$ cat src/rtl/game_state_ctrl.sv
// Game flow controller for the brick-breaker game.
// Tracks lives and remaining bricks, sequences IDLE/PLAY/RESPAWN/WIN/LOSE,
// and tells the movers when to freeze.
// Every output is a flop loaded from the next-state logic, so each one
// changes one clock after the input that caused the change.
module game_state_ctrl #(
  parameter int INIT_LIVES     = 3,
  parameter int NUM_BRICKS     = 40,
  parameter int RESPAWN_FRAMES = 60
) (
  input  logic       clk,
  input  logic       resetN,
  input  logic       start_game,
  input  logic       startOfFrame,
  input  logic       brick_hit,
  input  logic       ball_lost,
  output logic       win,
  output logic [3:0] lives,
  output logic [6:0] bricks_left,
  output logic       game_active,
  output logic       freeze
);

  typedef enum logic [2:0] {
    S_IDLE,
    S_PLAY,
    S_RESPAWN,
    S_WIN,
    S_LOSE
  } state_t;

  localparam logic [3:0] LIVES_INIT   = 4'(INIT_LIVES);
  localparam logic [6:0] BRICKS_INIT  = 7'(NUM_BRICKS);
  localparam logic [7:0] FRAMES_LIMIT = 8'(RESPAWN_FRAMES);

  state_t     state_q, state_d;
  logic [3:0] lives_q, lives_d;
  logic [6:0] bricks_q, bricks_d;
  logic [7:0] frame_q, frame_d;
  logic       win_q, active_q, freeze_q;

  // Saturating decrements and frame increment shared by the next-state logic
  logic [3:0] lives_dec;
  logic [6:0] bricks_dec;
  logic [7:0] frame_inc;

  // Next-state and next-counter logic; everything holds unless a rule fires
  always_comb begin
    state_d    = state_q;
    lives_d    = lives_q;
    bricks_d   = bricks_q;
    frame_d    = frame_q;
    lives_dec  = (ball_lost && lives_q != 4'd0)  ? lives_q - 4'd1  : lives_q;
    bricks_dec = (brick_hit && bricks_q != 7'd0) ? bricks_q - 7'd1 : bricks_q;
    frame_inc  = frame_q + 8'd1;

    case (state_q)
      S_IDLE, S_WIN, S_LOSE: begin
        if (start_game) begin
          state_d  = S_PLAY;
          lives_d  = LIVES_INIT;
          bricks_d = BRICKS_INIT;
        end
      end
      S_PLAY: begin
        bricks_d = bricks_dec;
        if (brick_hit && bricks_dec == 7'd0) begin
          // Clearing the last brick wins even if the ball is lost in the
          // same cycle. The life is still spent, but never down to zero:
          // lives==0 is the lose banner and must not appear beside a win.
          state_d = S_WIN;
          if (lives_dec != 4'd0) lives_d = lives_dec;
        end else if (ball_lost) begin
          lives_d = lives_dec;
          frame_d = 8'd0;
          state_d = (lives_dec == 4'd0) ? S_LOSE : S_RESPAWN;
        end
      end
      S_RESPAWN: begin
        if (startOfFrame) begin
          frame_d = frame_inc;
          if (frame_inc == FRAMES_LIMIT) state_d = S_PLAY;
        end
      end
      default: state_d = S_IDLE;
    endcase
  end

  // State, counters and registered status outputs; async reset abandons any game
  always_ff @(posedge clk or negedge resetN) begin
    if (!resetN) begin
      state_q  <= S_IDLE;
      lives_q  <= LIVES_INIT;
      bricks_q <= BRICKS_INIT;
      frame_q  <= 8'd0;
      win_q    <= 1'b0;
      active_q <= 1'b0;
      freeze_q <= 1'b1;
    end else begin
      state_q  <= state_d;
      lives_q  <= lives_d;
      bricks_q <= bricks_d;
      frame_q  <= frame_d;
      win_q    <= (state_d == S_WIN);
      active_q <= (state_d == S_PLAY);
      freeze_q <= (state_d != S_PLAY);
    end
  end

  assign win         = win_q;
  assign lives       = lives_q;
  assign bricks_left = bricks_q;
  assign game_active = active_q;
  assign freeze      = freeze_q;

endmodule

$ cat config.mk
export PLATFORM = sky130hd
export DESIGN_NAME = game_state_ctrl
export DESIGN_NICKNAME = d
export VERILOG_FILES = /design/src/rtl/game_state_ctrl.sv
export SDC_FILE = /design/constraint.sdc
export NUM_CORES = 1
export LEC_CHECK = 0
export BUFFER_PORTS_ARGS = -buffer_cell sky130_fd_sc_hd__buf_2
export CORE_ASPECT_RATIO = 0.9
export CORE_MARGIN = 2
export CORE_UTILIZATION = 48
export CTS_BUF_LIST = sky130_fd_sc_hd__clkbuf_8
export CTS_CLUSTER_SIZE = 30
export DETAILED_ROUTE_END_ITERATION = 10
export GPL_TIMING_DRIVEN = 0
export PLACE_DENSITY = 0.72
export SYNTH_ARGS = -nofsm -noshare
export SYNTH_HDL_FRONTEND = slang
export SYNTH_SLANG_ARGS = --single-unit
$ cat constraint.sdc
create_clock -name clk -period 5.42 [get_ports clk]
set_clock_uncertainty 0.1 [all_clocks]
set_input_delay 0.813 -clock clk [delete_from_list [all_inputs] [get_ports clk]]
set_output_delay 0.813 -clock clk [all_outputs]
set_load 0.1 [all_outputs]
==> impl_metrics.env <==
export IMPL_max_stage_delay_ns=0.48
export IMPL_gp_congestion=0.878
export IMPL_ys_warnings_count=0
export IMPL_final_hold_violation_count=0
export IMPL_fin_nets=221
export IMPL_setup_viol=0
export IMPL_synth_edf_count=0
export IMPL_ctsHoldBuffers=0
export IMPL_drtAntennaViolNets=0
export IMPL_maxClockFrequency_mhz=380
export IMPL_period_needed_ns=2.63
export IMPL_drive_above_1_share=0.200
export IMPL_rsz0062_at_grt="false"
export IMPL_worstMarginPinSlew_ns=0.804
export IMPL_insertedDiodeCount=0
export IMPL_p_leak_nw=0.818
export IMPL_clk_latency_ns=0.27
export IMPL_ys_types=55
export IMPL_die_area_sq_um=3930
export IMPL_status="finished, final reports clean"
export IMPL_vias=1489
export IMPL_core_area_sq_um=3330
export IMPL_multi_input_area_sq_um=952
export IMPL_criticalPathCategory="flop to flop"
export IMPL_wire_per_inst_um=14.4
export IMPL_vias_per_cell=5.86
export IMPL_initial_core_util=0.497
export IMPL_arrival_ns=2.73
export IMPL_postCtsSetupBuffers=0
export IMPL_power_density_nw_per_um2=576
export IMPL_drt_pass1_iter_count=4
export IMPL_place_hpwl_mm=2.72
export IMPL_slew_headroom=0.463
export IMPL_crit_fanout=9
export IMPL_area_delta_synth_final_pct=11.5
export IMPL_cap_violations=0
export IMPL_yosys_area_top_type="dfrtp_1"
export IMPL_yosys_top_cells_area="dfrtp_1 30%, dfstp_2 7.9%, nand2_1 4.5%"
export IMPL_start_kind="flop"
export IMPL_cts_tree="done"
export IMPL_drc=0
export IMPL_h_tree_depth=1
export IMPL_ys_async_sr_fraction=1.00
export IMPL_grtUsageTotal=0.214
export IMPL_avgSynthCellArea_sq_um=8.80
export IMPL_whs_ns=0.413
export IMPL_grt_pass1_wl_mm=6.40
export IMPL_crit_slowest_cell="nor4bb_1"
export IMPL_required_ns=5.52
export IMPL_cts_buffer_depth=2
export IMPL_clkSinkCount=25
export IMPL_crit_path_cell_trace="inv_1, ha_1, nor4bb_1, mux2i_1, nor3_2, o21ai_4, a21oi_2, or3_1"
export IMPL_netlist_area_sq_um=1650
export IMPL_numPortBuffers=18
export IMPL_cts_clk_slew_worst_paths_ns=0.09
export IMPL_synth_ff_type="dfrtp_1"
export IMPL_period_share=0.486
export IMPL_cts_buffers=3
export IMPL_fp_row_count=20
export IMPL_ctsRootBufferMaster="clkbuf_8"
export IMPL_cts_resized=0
export IMPL_initialDrtViolationCount=89
export IMPL_drv_slew=0
export IMPL_grt_overflow=0
export IMPL_endpoint_kind="flop"
export IMPL_netlist_instances=188
export IMPL_grt_max_degree=26
export IMPL_regArea_sq_um=632
export IMPL_ir_worst_vdd_v=0.000328
export IMPL_grt_pass1_vias=1379
export IMPL_syn_num_nets=198
export IMPL_hp_class="flop to flop"
export IMPL_die_w_um=65.9
export IMPL_fillers=311
export IMPL_wl_mm=3.66
export IMPL_antenna_found_initial=0
export IMPL_synth_seq_area_share=0.382
export IMPL_finalSetupTns_ns=0
export IMPL_yosys_register_bits=25
export IMPL_ios=20
export IMPL_dieHeight_um=59.7
export IMPL_netlist_area_leader_share=0.303
-- power breakdown --
group	leakage [nW]	switching, mW	internal, mW
clock	0.0269	0.0593	0.0508
sequential	0.322	0.0602	0.250
combinational	0.470	0.465	0.177
-- sequential cells by signal (all words and copies together) (netlist names) --
register and cells:
win 1, frame_q 8, lives 4, freeze 1, bricks_left 7, game_active 1, state_q 3
-- metrics by stage --
stage	total power, mW	instance area, sq um	setup WS (ns)	cells	util
final	1.06	1840	2.79	254	0.554
after global routing	1.14	1840	2.60	254	0.554
after CTS	1.07	1840	2.80	254	0.554
after detailed placement	0.953	1800	2.66	250	0.541
after global placement	0.931	1800	2.70	250	0.541
after floorplan	0.833	1650	2.66	188	-
-- synthesized netlist by cell type, types with 2 or more instances --
library cell   n
or3_1          3
nor2_1        18
nor3_2         2
a22o_1         2
and3_1         5
mux2i_1        4
o31ai_1        2
dfstp_2        5
inv_1          9
nor3_1        11
o211ai_1       2
nor3b_1        2
ha_1           4
dfrtp_1       20
o21a_1         2
o21ai_1        7
and2_1         2
o21ai_0        7
nand2_1       20
buf_2          2
buf_6          2
nand3_1        8
a21oi_1        5
a31oi_1        3
nor2b_1        3
or2_1          2
nand2b_1       5
a221oi_1       2
o41ai_1        3
-- final cells by class --
type                            instances  area share
Inverter                                9      0.0183
Multi-Input combinational cell        149       0.516
Sequential cell                        25       0.343
Clock buffer                            3      0.0224
Buffer                                  5      0.0197
Tap cell                               44      0.0299
Clock inverter                          1     0.00204
Timing Repair Buffer                   18      0.0488
-- cell usage in the layout, fill, tap and decap left out, types with 3 or more instances in the layout --
master / count
o21ai_1: 7
mux2i_1: 4
o41ai_1: 3
clkbuf_8: 3
nor2b_1: 3
ha_1: 4
dfrtp_1: 20
o21ai_0: 7
nand2_1: 20
dfstp_2: 5
nand3_1: 8
or3_1: 3
buf_2: 20
inv_1: 10
and3_1: 5
a21oi_1: 5
a31oi_1: 3
nor2_1: 18
nor3_1: 11
nand2b_1: 5
-- layer usage --
| layer | up-vias | part of all wire | track usage |
|---|---|---|---|
| li1 | 734 | - | - |
| met2 | 34 | 0.46 | 0.336 |
| met4 | 0 | 0.013 | 0.0893 |
| met3 | 8 | 0.039 | 0.0414 |
| met1 | 713 | 0.49 | 0.292 |
| met5 | - | 0 | 0 |
-- worst max-delay path, delay by kind of cell, from the launching register on --
| family | cells | cell delay (ns) |
|---|---|---|
| AOI/OAI and AO/OA | 2 | 0.33 |
| adders and majority gates | 1 | 0.22 |
| buffers and inverters | 1 | 0.11 |
| DFF | 1 | 0.47 |
| muxes | 1 | 0.38 |
| and+or+nand+nor | 3 | 0.94 |
-- path summary, 6_finish.rpt --
check	slack [ns]	startpoint	endpoint	cells past startpoint
worst max-delay path	2.79	bricks_left[0]$_DFFE_PN0P_	freeze$_DFF_PN1_	8
worst max register to register	2.79	bricks_left[0]$_DFFE_PN0P_	freeze$_DFF_PN1_	8
worst min-delay path	0.41	frame_q[5]$_DFFE_PN0P_	frame_q[5]$_DFFE_PN0P_	1
max in group asynchronous	4.43	resetN	bricks_left[5]$_DFFE_PN1P_	1
min in group asynchronous	0.42	resetN	frame_q[1]$_DFFE_PN0P_	1
worst min register to register	0.41	frame_q[5]$_DFFE_PN0P_	frame_q[5]$_DFFE_PN0P_	1
-- kinds of logic after synthesis --
| family | share of synthesized area |
|---|---|
| AOI/OAI and AO/OA | 0.228 |
| adders and majority gates | 0.0303 |
| buffers and inverters | 0.0424 |
| DFF | 0.382 |
| muxes | 0.0242 |
| and+or+nand+nor | 0.294 |
Power figures use the tool's default switching activity.
